File: src/rtl/ps2_mouse_pkg.sv
// Shared definitions for the PS/2 mouse packet decoder: FSM states, status-byte
// bit positions, mouse command/response codes and the decoded report payload.
package ps2_mouse_pkg;

    // Byte position within a mouse packet; S_B3 exists only with MOUSE_WHEEL_EN
    typedef enum logic [1:0] {
        S_B0 = 2'd0,
        S_B1 = 2'd1,
        S_B2 = 2'd2,
        S_B3 = 2'd3
    } state_t;

    // Status byte (byte 0) bit positions
    localparam int unsigned BTN_L = 0;
    localparam int unsigned BTN_R = 1;
    localparam int unsigned BTN_M = 2;
    localparam int unsigned SYNC  = 3;
    localparam int unsigned XS    = 4;
    localparam int unsigned YS    = 5;
    localparam int unsigned XO    = 6;
    localparam int unsigned YO    = 7;

    // Host commands and device responses seen during mouse init
    localparam logic [7:0] CMD_RESET  = 8'hFF;
    localparam logic [7:0] CMD_ENABLE = 8'hF4;
    localparam logic [7:0] RSP_ACK    = 8'hFA;
    localparam logic [7:0] RSP_BAT_OK = 8'hAA;

    // Decoded packet as presented to the drawing logic
    typedef struct packed {
        logic [2:0] buttons;
        logic [8:0] dx;
        logic [8:0] dy;
        logic [3:0] wheel;
    } mouse_report_t;

    // 9-bit two's complement delta; an overflowed axis contributes nothing
    function automatic logic [8:0] axis_delta(input logic sign, input logic ovf,
                                              input logic [7:0] mag);
        return ovf ? 9'd0 : {sign, mag};
    endfunction

endpackage

File: src/rtl/mouse_axis_clamp.sv
// Saturating add of a signed 9-bit mouse delta to an unsigned cursor coordinate,
// clamped to [0, MAX]. negate subtracts the delta instead (screen-down Y axis).
module mouse_axis_clamp
    import ps2_mouse_pkg::*;
#(
    parameter int unsigned COORD_W = 8,
    parameter int unsigned MAX     = 63
) (
    input  logic [COORD_W-1:0] coord,
    input  logic [8:0]         delta,
    input  logic               negate,
    output logic [COORD_W-1:0] result_c
);

    // Two guard bits cover coordinate range plus the full +/-256 delta swing
    localparam int unsigned AW = COORD_W + 2;
    localparam logic signed [AW-1:0] MAX_S = AW'(MAX);

    logic signed [AW-1:0] base_s;
    logic signed [AW-1:0] delta_s;
    logic signed [AW-1:0] sum_s;

    // Widen, add, then saturate at both ends
    always_comb begin
        base_s  = signed'({2'b00, coord});
        delta_s = AW'($signed(delta));
        if (negate) begin
            delta_s = -delta_s;
        end
        sum_s = base_s + delta_s;
        if (sum_s[AW-1]) begin
            result_c = '0;
        end else if (sum_s > MAX_S) begin
            result_c = COORD_W'(MAX);
        end else begin
            result_c = sum_s[COORD_W-1:0];
        end
    end

endmodule

File: src/rtl/ps2_mouse_packet.sv
// PS/2 mouse packet assembler: collects 3-byte packets from the host receiver,
// decodes buttons and signed X/Y deltas and maintains a clamped cursor.
// Resynchronises on a missing sync bit, receiver error or inter-byte timeout.
// Define MOUSE_WHEEL_EN for 4-byte IntelliMouse packets with wheel delta.
module ps2_mouse_packet
    import ps2_mouse_pkg::*;
#(
    parameter int unsigned CLK_FREQ   = 27000000,
    parameter int unsigned TIMEOUT_US = 1500,
    parameter int unsigned COORD_W    = 8,
    parameter int unsigned X_MAX      = 63,
    parameter int unsigned Y_MAX      = 63
) (
    input  logic               clk,
    input  logic               rst_n,
    input  logic               enable,
    input  logic [7:0]         rx_data,
    input  logic               rx_valid,
    input  logic               rx_err,
    output logic [COORD_W-1:0] cursor_x,
    output logic [COORD_W-1:0] cursor_y,
    output logic [2:0]         buttons,
    output logic [8:0]         dx_out,
    output logic [8:0]         dy_out,
    output logic [3:0]         wheel,
    output logic               pkt_valid,
    output logic               sync_err
);

    localparam int unsigned TIMEOUT_CYC = CLK_FREQ / 1000000 * TIMEOUT_US;
    localparam int unsigned CNT_W       = $clog2(TIMEOUT_CYC);
    localparam logic [CNT_W-1:0] TO_LAST = CNT_W'(TIMEOUT_CYC - 1);

    state_t             state_q, state_nxt;
    logic [CNT_W-1:0]   cnt_q, cnt_nxt;
    logic [7:0]         status_q, status_nxt;
    logic [7:0]         xbyte_q, xbyte_nxt;
`ifdef MOUSE_WHEEL_EN
    logic [7:0]         ybyte_q, ybyte_nxt;
`endif
    logic               apply_c;
    logic               sync_err_nxt;
    logic [7:0]         fin_y_c;
    logic [3:0]         wheel_c;
    logic [8:0]         dx_c, dy_c;
    logic [COORD_W-1:0] nx_c, ny_c;
    mouse_report_t      report_q;

    // FSM and byte-latch registers
    always_ff @(posedge clk or negedge rst_n) begin
        if (!rst_n) begin
            state_q  <= S_B0;
            cnt_q    <= '0;
            status_q <= '0;
            xbyte_q  <= '0;
`ifdef MOUSE_WHEEL_EN
            ybyte_q  <= '0;
`endif
        end else begin
            state_q  <= state_nxt;
            cnt_q    <= cnt_nxt;
            status_q <= status_nxt;
            xbyte_q  <= xbyte_nxt;
`ifdef MOUSE_WHEEL_EN
            ybyte_q  <= ybyte_nxt;
`endif
        end
    end

    // Next state: byte sequencing, error/timeout resync, final-byte apply
    always_comb begin
        state_nxt    = state_q;
        cnt_nxt      = cnt_q;
        status_nxt   = status_q;
        xbyte_nxt    = xbyte_q;
`ifdef MOUSE_WHEEL_EN
        ybyte_nxt    = ybyte_q;
`endif
        apply_c      = 1'b0;
        sync_err_nxt = 1'b0;

        if (!enable) begin
            state_nxt = S_B0;
            cnt_nxt   = '0;
        end else if (state_q == S_B0) begin
            cnt_nxt = '0;
            if (rx_valid) begin
                if (rx_data[SYNC]) begin
                    status_nxt = rx_data;
                    state_nxt  = S_B1;
                end else begin
                    sync_err_nxt = 1'b1;
                end
            end
        end else if (rx_err) begin
            state_nxt    = S_B0;
            cnt_nxt      = '0;
            sync_err_nxt = 1'b1;
        end else if (rx_valid) begin
            cnt_nxt = '0;
            case (state_q)
                S_B1: begin
                    xbyte_nxt = rx_data;
                    state_nxt = S_B2;
                end
                S_B2: begin
`ifdef MOUSE_WHEEL_EN
                    ybyte_nxt = rx_data;
                    state_nxt = S_B3;
`else
                    // status_q always has SYNC set here; the gate is defensive
                    apply_c   = status_q[SYNC];
                    state_nxt = S_B0;
`endif
                end
`ifdef MOUSE_WHEEL_EN
                S_B3: begin
                    apply_c   = status_q[SYNC];
                    state_nxt = S_B0;
                end
`endif
                default: state_nxt = S_B0;
            endcase
        end else if (cnt_q == TO_LAST) begin
            state_nxt    = S_B0;
            cnt_nxt      = '0;
            sync_err_nxt = 1'b1;
        end else begin
            cnt_nxt = cnt_q + CNT_W'(1);
        end
    end

    // Final-byte decode: the last byte comes straight from rx_data
    always_comb begin
`ifdef MOUSE_WHEEL_EN
        fin_y_c = ybyte_q;
        wheel_c = rx_data[3:0];
`else
        fin_y_c = rx_data;
        wheel_c = 4'd0;
`endif
        dx_c = axis_delta(status_q[XS], status_q[XO], xbyte_q);
        dy_c = axis_delta(status_q[YS], status_q[YO], fin_y_c);
    end

    mouse_axis_clamp #(
        .COORD_W (COORD_W),
        .MAX     (X_MAX)
    ) u_clamp_x (
        .coord    (cursor_x),
        .delta    (dx_c),
        .negate   (1'b0),
        .result_c (nx_c)
    );

    // Mouse Y is up-positive, screen Y is down-positive
    mouse_axis_clamp #(
        .COORD_W (COORD_W),
        .MAX     (Y_MAX)
    ) u_clamp_y (
        .coord    (cursor_y),
        .delta    (dy_c),
        .negate   (1'b1),
        .result_c (ny_c)
    );

    // Output registers: update on the edge that accepts the final byte
    always_ff @(posedge clk or negedge rst_n) begin
        if (!rst_n) begin
            cursor_x  <= COORD_W'(X_MAX >> 1);
            cursor_y  <= COORD_W'(Y_MAX >> 1);
            report_q  <= '0;
            pkt_valid <= 1'b0;
            sync_err  <= 1'b0;
        end else begin
            pkt_valid <= apply_c;
            sync_err  <= sync_err_nxt;
            if (apply_c) begin
                cursor_x         <= nx_c;
                cursor_y         <= ny_c;
                report_q.buttons <= status_q[BTN_M:BTN_L];
                report_q.dx      <= dx_c;
                report_q.dy      <= dy_c;
                report_q.wheel   <= wheel_c;
            end
        end
    end

    assign buttons = report_q.buttons;
    assign dx_out  = report_q.dx;
    assign dy_out  = report_q.dy;
    assign wheel   = report_q.wheel;

endmodule

File: config.mk
export PLATFORM = sky130hd
export DESIGN_NAME = ps2_mouse_packet
export DESIGN_NICKNAME = d
export VERILOG_FILES = /design/src/rtl/ps2_mouse_pkg.sv /design/src/rtl/mouse_axis_clamp.sv /design/src/rtl/ps2_mouse_packet.sv
export SDC_FILE = /design/constraint.sdc
export NUM_CORES = 1
export LEC_CHECK = 0
export CAP_MARGIN = 10
export CORE_MARGIN = 1
export CORE_UTILIZATION = 40
export DETAILED_ROUTE_END_ITERATION = 6
export SYNTH_ARGS = -nofsm -noshare
export SYNTH_HDL_FRONTEND = slang
export SYNTH_HIERARCHICAL = 1
export SYNTH_SLANG_ARGS = --single-unit
File: constraint.sdc
create_clock -name clk -period 4.6 [get_ports clk]
set_clock_uncertainty 0.1 [all_clocks]
set_input_delay 0.46 -clock clk [delete_from_list [all_inputs] [get_ports clk]]
set_output_delay 0.46 -clock clk [all_outputs]
set_load 0.1 [all_outputs]
# Yosys cells after proc, flatten, opt, wreduce, memory -nomap -nowiden
# Cells that the tools add are included.
[totals] reg_bits=73 latch_bits=0 mem_bits_rw=0 mem_bits_ro=0 input_bits=13 out_inout_bits=43 wordCells=60 n_memories=0
[classes] addsub=4 multipliers=0 div_mod_pow=0 magnitude_cmp=2 n_eq_ne=6 shift=0 muxes=31 n_bitwise=2 n_reduce_logical=4
[ops] cell="two-way mux 16 bit" count=5
[ops] cell="two-way mux 8 bit" count=4
[ops] cell="greater-than comparator 10 x 7 -> 1 bit, second input constant" count=2
[ops] cell="two-way mux 9 bit" count=2
[ops] cell="adder 16 x 1 -> 16 bit, second input constant" count=1
[ops] cell="equality test 16 bit, second input constant" count=1
[ops] cell="two-way mux 2 bit" count=8
[ops] cell="two-way mux 1 bit" count=12
[ops] cell="adder 9 x 10 -> 10 bit" count=1
[ops] cell="adder 9 x 9 -> 10 bit" count=1
[ops] cell="negation 9 -> 10 bit" count=1
[ops] cell="!= test 3 bit, second input constant" count=2
[ops] cell="AND reduction 5 bit" count=1
[ops] cell="!= test 4 x 1 -> 1 bit, second input constant" count=1
[ops] cell="AND reduction 4 bit" count=1
[ops] cell="AND reduction 3 bit" count=1
[ops] cell="equality test 2 x 1 -> 1 bit, second input constant" count=1
[ops] cell="equality test 2 bit, second input constant" count=1
[ops] cell="zero test 2 bit" count=1
[ops] cell="NOT 1 bit" count=2

# Depth between registers and ports, before layout
# Gate-level depths: netlist (run 1).
[logic_depth] ltp_word=6 mapped_depth=14 depth_no_buf=14

# Hierarchy
# The synthesis (run 1) kept the hierarchy.
[by_module_without_submodules] module="ps2_mouse_packet" instances=1 cells_per_inst=235 area_per_inst_um2=3113.0 seq_area_each_um2=1839.3
[by_module_without_submodules] module="mouse_axis_clamp (u_clamp_y)" instances=1 cells_per_inst=87 area_per_inst_um2=728.2 seq_area_each_um2=0.0
[by_module_without_submodules] module="mouse_axis_clamp (u_clamp_x)" instances=1 cells_per_inst=89 area_per_inst_um2=723.2 seq_area_each_um2=0.0

# Worst setup path after synthesis (run 1)
# OpenSTA, ideal clock, no wires.
[synth_timing] kind="input to register" from="input rx_data[0]" to="register cursor_y[5]" setup_time_ns=0.126 t_arrival_ns=3.079 required_time_ns=4.374 setup_slack_ns=1.295 path_stages=13 n_path_buf=0 path_cell_list="nor2b_1 inv_1 ha_1 nand2_1 o21ai_0 ha_1 a211oi_2 o31ai_2 a311oi_1 nor2_1 o41ai_4 a211oi_1 mux2_2"
[synth_between] elab_chain_len=6
[synth_lines] item="from (decl)" line_no="ps2_mouse_packet.sv:17" source="input logic [7:0] rx_data,"
[synth_lines] item="two-way mux 9 bit *" line_no="ps2_mouse_pkg.sv:40" source="return ovf ? 9'd0 : {sign, mag};"
[synth_lines] item="negation 9 -> 10 bit *" line_no="mouse_axis_clamp.sv:28" source="delta_s = -delta_s;"
[synth_lines] item="adder 9 x 10 -> 10 bit *" line_no="mouse_axis_clamp.sv:30" source="sum_s = base_s + delta_s;"
[synth_lines] item="greater-than comparator 10 x 7 -> 1 bit" line_no="mouse_axis_clamp.sv:33" source="end else if (sum_s > MAX_S) begin"
[synth_lines] item="two-way mux 8 bit" line_no="mouse_axis_clamp.sv:33"
[synth_lines] item="two-way mux 8 bit *" line_no="mouse_axis_clamp.sv:31" source="if (sum_s[AW-1]) begin"
[synth_lines] item="named net ny_c[5]" line_no="ps2_mouse_packet.sv:46" source="logic [COORD_W-1:0] nx_c, ny_c;"
[synth_lines] item="to (signal assigned)" line_no="ps2_mouse_packet.sv:171" source="cursor_y <= COORD_W'(Y_MAX >> 1);"
[synth_lines] item="to (signal assigned)" line_no="ps2_mouse_packet.sv:180" source="cursor_y <= ny_c;"
[synth_lines] item="to (decl)" line_no="ps2_mouse_packet.sv:21" source="output logic [COORD_W-1:0] cursor_y,"
# The timed path passes the listed nets; every way through them passes the cells marked *.
# A chain may end at the register's enable or synchronous reset.

# Final worst setup path (run 1)
[layout_timing] from="input rx_data[0]" to="register cursor_y[2]"
[layout_between] elab_chain_len=6
[layout_lines] item="two-way mux 9 bit *" line_no="ps2_mouse_pkg.sv:40"
[layout_lines] item="named net dy_c[0]" line_no="ps2_mouse_packet.sv:45" source="logic [8:0] dx_c, dy_c;"
[layout_lines] item="negation 9 -> 10 bit *" line_no="mouse_axis_clamp.sv:28"
[layout_lines] item="adder 9 x 10 -> 10 bit *" line_no="mouse_axis_clamp.sv:30"
[layout_lines] item="greater-than comparator 10 x 7 -> 1 bit" line_no="mouse_axis_clamp.sv:33"
[layout_lines] item="two-way mux 8 bit" line_no="mouse_axis_clamp.sv:33"
[layout_lines] item="two-way mux 8 bit *" line_no="mouse_axis_clamp.sv:31"
[layout_lines] item="named net ny_c[2]" line_no="ps2_mouse_packet.sv:46"
# Marks and branches as above.

==> flow_summary_export.csv, run 1 <==
group,metric,value,unit
setup_path,crit_path_cell_trace,"clkdlybuf4s50_1 > nor2b_1 > inv_1 > ha_1 > nand2_1 > nand2_1 > xnor2_1 > ha_1 > nand2_1 > o31ai_2 > o221a_4 > nor2_1 > o41ai_4 > a211oi_1 > mux2_1",
global_routing,grt_pass1_vias,3268,
clocking,post_cts_resized,0,
sta,slew_violations,0,
floorplanning,core_area,11000,sq um
floorplanning,die_h,109,um
sta,fin_ws,0.685,ns
setup_path,crit_family,"compound AO/OA/AOI/OAI gates",
route,wl,9550,um
route,drc,0,
sta,period_needed,3.92,ns
setup_path,cp_num_buf_inv,2,
yosys,syn_inst,411,
yosys,ys_top_cells_by_area,"dfrtp_1, mux2_2, dfstp_2",
yosys,synth.distinct_cells,65,
sta,setup_tns,0,ns
route,routedWlPerCell,15.5,um
global_routing,antenna_found_initial,0,
global_routing,use_met2,0.281,
layout,drive_gt1_frac,0.223,
power_and_ir_drop,p_per_area,403,nW/um^2
setup_path,slowest_stage,"clkdlybuf4s50_1",
global_routing,grt_max_degree,74,
yosys,ys_async_sr_fraction,1.00,
layout,nNetsFinal,507,
layout,diodes,0,
setup_path,worstReg2RegStart,"status_q[7]$_DFFE_PN0P_",
route,ant_nets,0,
clocking,clkTransAtPathRegs,0.06,ns
power_and_ir_drop,max-vdd-ir-drop,0.243,mV
yosys,netlist.area_leader.share,0.345,
worst_hold_path,hold_path.class,"input pin to asynchronous set/reset pin",
power_and_ir_drop,leakagePower,2.38,nW
clocking,cts_hold_buffers,0,
setup_path,critical_path.max_fanout,6,
setup_path,reg2reg_depth,14,
sta,fmax,255,MHz
clocking,postCtsSetupBuffers,0,
sta,max_slew_margin,0.343,
global_routing,grt_overflow,0,
setup_path,crit_arrival,4.08,ns
floorplanning,dieArea,11800,sq um
setup_path,cp_common_cell,"nand2_1",
route,dr.pass1.iters,4,
route,drt_iter0_drc,107,
yosys,synth_area_leader_cell,"dfrtp_1",
clocking,numCtsBuffers,9,
placed_design,post-dp-hpwl,6940,um
setup_path,timing.rr.end,"cursor_y[2]$_DFFE_PN1P_",
setup_path,endpoint_kind,"flip-flop",
route,num_vias,3248,
setup_path,path_depth,15,
yosys,synth_flop_cell,"dfrtp_1",
clocking,cts.sinks,73,
clocking,cts_tree,"done",
global_routing,grt_pass1_wl,16400,um
global_routing,use_met3,0.0538,
yosys,syn_avg_cell_area,11.1,sq um
clocking,clk_latency,0.33,ns
sta,grt_setup_unrepaired,"no",
global_routing,use_met1,0.241,
placed_design,numPortBuffers,51,
yosys,yosysWarnings,6,
yosys,ys_ff_latch,73,
setup_path,worstSetupPathType,"input pin to flip-flop",
sta,tightest_slew,0.982,ns
clocking,h-tree-depth,3,
sta,final-hold-violation-count,0,
floorplanning,start_util,0.416,
placed_design,dp_slack,0.374,ns
global_routing,grt_usage,0.179,
setup_path,endpoint,"cursor_y[2]$_DFFE_PN1P_",
setup_path,crit_path_start,"rx_data[0]",
status,status,"completed",
floorplanning,row_count,38,
clocking,cts_buffer_depth,2,
route,viasPerCell,5.27,
setup_path,startpoint_type,"input pin",
layout,syn_to_final_growth,21.1,%
floorplanning,io-pin-count,56,
floorplanning,chipWidth,109,um
setup_path,r2r_setup_slack,0.82,ns
setup_path,cp.required,4.76,ns
yosys,synth_edf_count,0,
placed_design,gp_congestion,0.824,
yosys,netlist_area,4560,sq um
sta,setup_viol,0,
global_routing,grt.busiest_layer,"met2",
yosys,yosysSeqAreaShare,0.403,
run,maxCapViolCount,0,
clocking,cts_root_buf,"clkbuf_16",
setup_path,slowest_delay,0.51,ns
sta,post-route-period-util,0.851,
==> worst min path at each step <==
stage | from | slack (ns) | cells past startpoint | end
global route | rst_n | 0.27 | 1 | cursor_y[5]$_DFFE_PN0P_
CTS | rst_n | 0.22 | 1 | cursor_y[5]$_DFFE_PN0P_
global placement | status_q[3]$_DFFE_PN0P_ | 0.36 | 1 | status_q[3]$_DFFE_PN0P_
detailed placement | status_q[1]$_DFFE_PN0P_ | 0.38 | 1 | buttons[1]$_DFFE_PN0P_
finish | rst_n | 0.17 | 1 | cursor_y[6]$_DFFE_PN0P_
floorplan | rst_n | 0.06 | 0 | buttons[0]$_DFFE_PN0P_
==> where the power goes <==
group          switching [mW]  leakage (nW)  internal [mW]
Combinational           0.437          1.27          0.287
Sequential             0.0356         0.949          0.689
Clock                   0.274         0.155          0.505
Total                   0.746          2.38           1.48
==> worst register-to-register path, delay by kind of cell (launching register included) <==
| family | cells | cell delay [ns] |
|---|---|---|
| AOI/OAI and AO/OA | 4 | 1.32 |
| and+or+nand+nor | 5 | 0.67 |
| adders and majority gates | 2 | 0.60 |
| DFF | 1 | 0.49 |
| muxes | 1 | 0.31 |
| xor gates and xnor gates | 1 | 0.14 |
| buffers and inverters | 1 | 0.09 |
==> layout make-up <==
class / count / area, sq um
clock buffers: 12 / 256
clock inverters: 4 / 75.1
fillers: 1005 / 5450
inverters: 20 / 75.1
multi-input cells: 313 / 2580
flip-flops and latches: 73 / 1840
well taps: 140 / 175
repair buffers: 54 / 531
==> cells in the mapped netlist (all sizes together), types with 3 or more instances <==
cell,n
nand4,6
dfstp,10
xnor2,28
a21oi,10
a211oi,14
dfrtp,63
nand3,12
buf,15
a21o,4
nor2,32
nor4b,4
ha,21
conb,4
nand2b,5
inv,20
nor2b,19
mux2,52
xor2,7
or3,3
nor3,10
nand2,21
o21ai,7
nor4,5
o31ai,7
==> state kept, by name, indices dropped and copies added (netlist names) <==
| register | count |
|---|---|
| cnt_q | 16 |
| dx_out | 9 |
| dy_out | 9 |
| cursor_x | 8 |
| cursor_y | 8 |
| status_q | 8 |
| xbyte_q | 8 |
| buttons | 3 |
| state_q | 2 |
| pkt_valid | 1 |
| sync_err | 1 |
==> metal layers <==
metal	share of wire	wire length [um]
met1	0.48	4620
met4	0.013	125
met5	0	0
met3	0.041	396
met2	0.46	4410
==> layout by cell type, fill, tap and decap left out, drive strengths merged, types with 3 or more instances in the layout <==
| master | n |
|---|---|
| a211oi | 14 |
| a21o | 4 |
| a21oi | 10 |
| buf | 4 |
| clkbuf | 12 |
| clkdlybuf4s50 | 50 |
| conb | 15 |
| dfrtp | 63 |
| dfstp | 10 |
| ha | 21 |
| inv | 20 |
| mux2 | 52 |
| nand2 | 21 |
| nand2b | 5 |
| nand3 | 12 |
| nand4 | 6 |
| nor2 | 32 |
| nor2b | 19 |
| nor3 | 10 |
| nor4 | 5 |
| nor4b | 4 |
| o21ai | 7 |
| o31ai | 7 |
| or3 | 3 |
| xnor2 | 28 |
| xor2 | 7 |
==> through the flow <==
stage                      util  power, mW  instance area (sq um)  hold WS, ns  std cells
after floorplan               -       1.30                   4610       0.0644        422
after global placement    0.473       1.44                   5200        0.363        600
after detailed placement  0.473       1.45                   5200        0.381        600
after CTS                 0.503       2.24                   5530        0.217        616
after global routing      0.503       2.33                   5530        0.269        616
final                     0.503       2.23                   5530        0.165        616
==> cells by family after synthesis <==
group                    Yosys count  synth area share
adder cells (fa/ha/maj)           23            0.0663
AND/OR/NAND/NOR                  124             0.153
buffers and inverters             36            0.0433
flip-flops                        73             0.403
XOR/XNOR                          38            0.0825
AO/OA/AOI/OAI                     61             0.120
other                              4           0.00329
multiplexers                      52             0.128
(Power assumes the default switching activity.)
==> run 2: changes to the inputs <==
--- a/config.mk
+++ b/config.mk
@@ -8,6 +8,7 @@
 export CAP_MARGIN = 10
 export CORE_MARGIN = 1
 export CORE_UTILIZATION = 40
+export CTS_CLUSTER_DIAMETER = 150
 export DETAILED_ROUTE_END_ITERATION = 6
 export SYNTH_ARGS = -nofsm -noshare
 export SYNTH_HDL_FRONTEND = slang
==> results of run 2 <==
Final layout, timing and power as in run 1 (identical DEF).
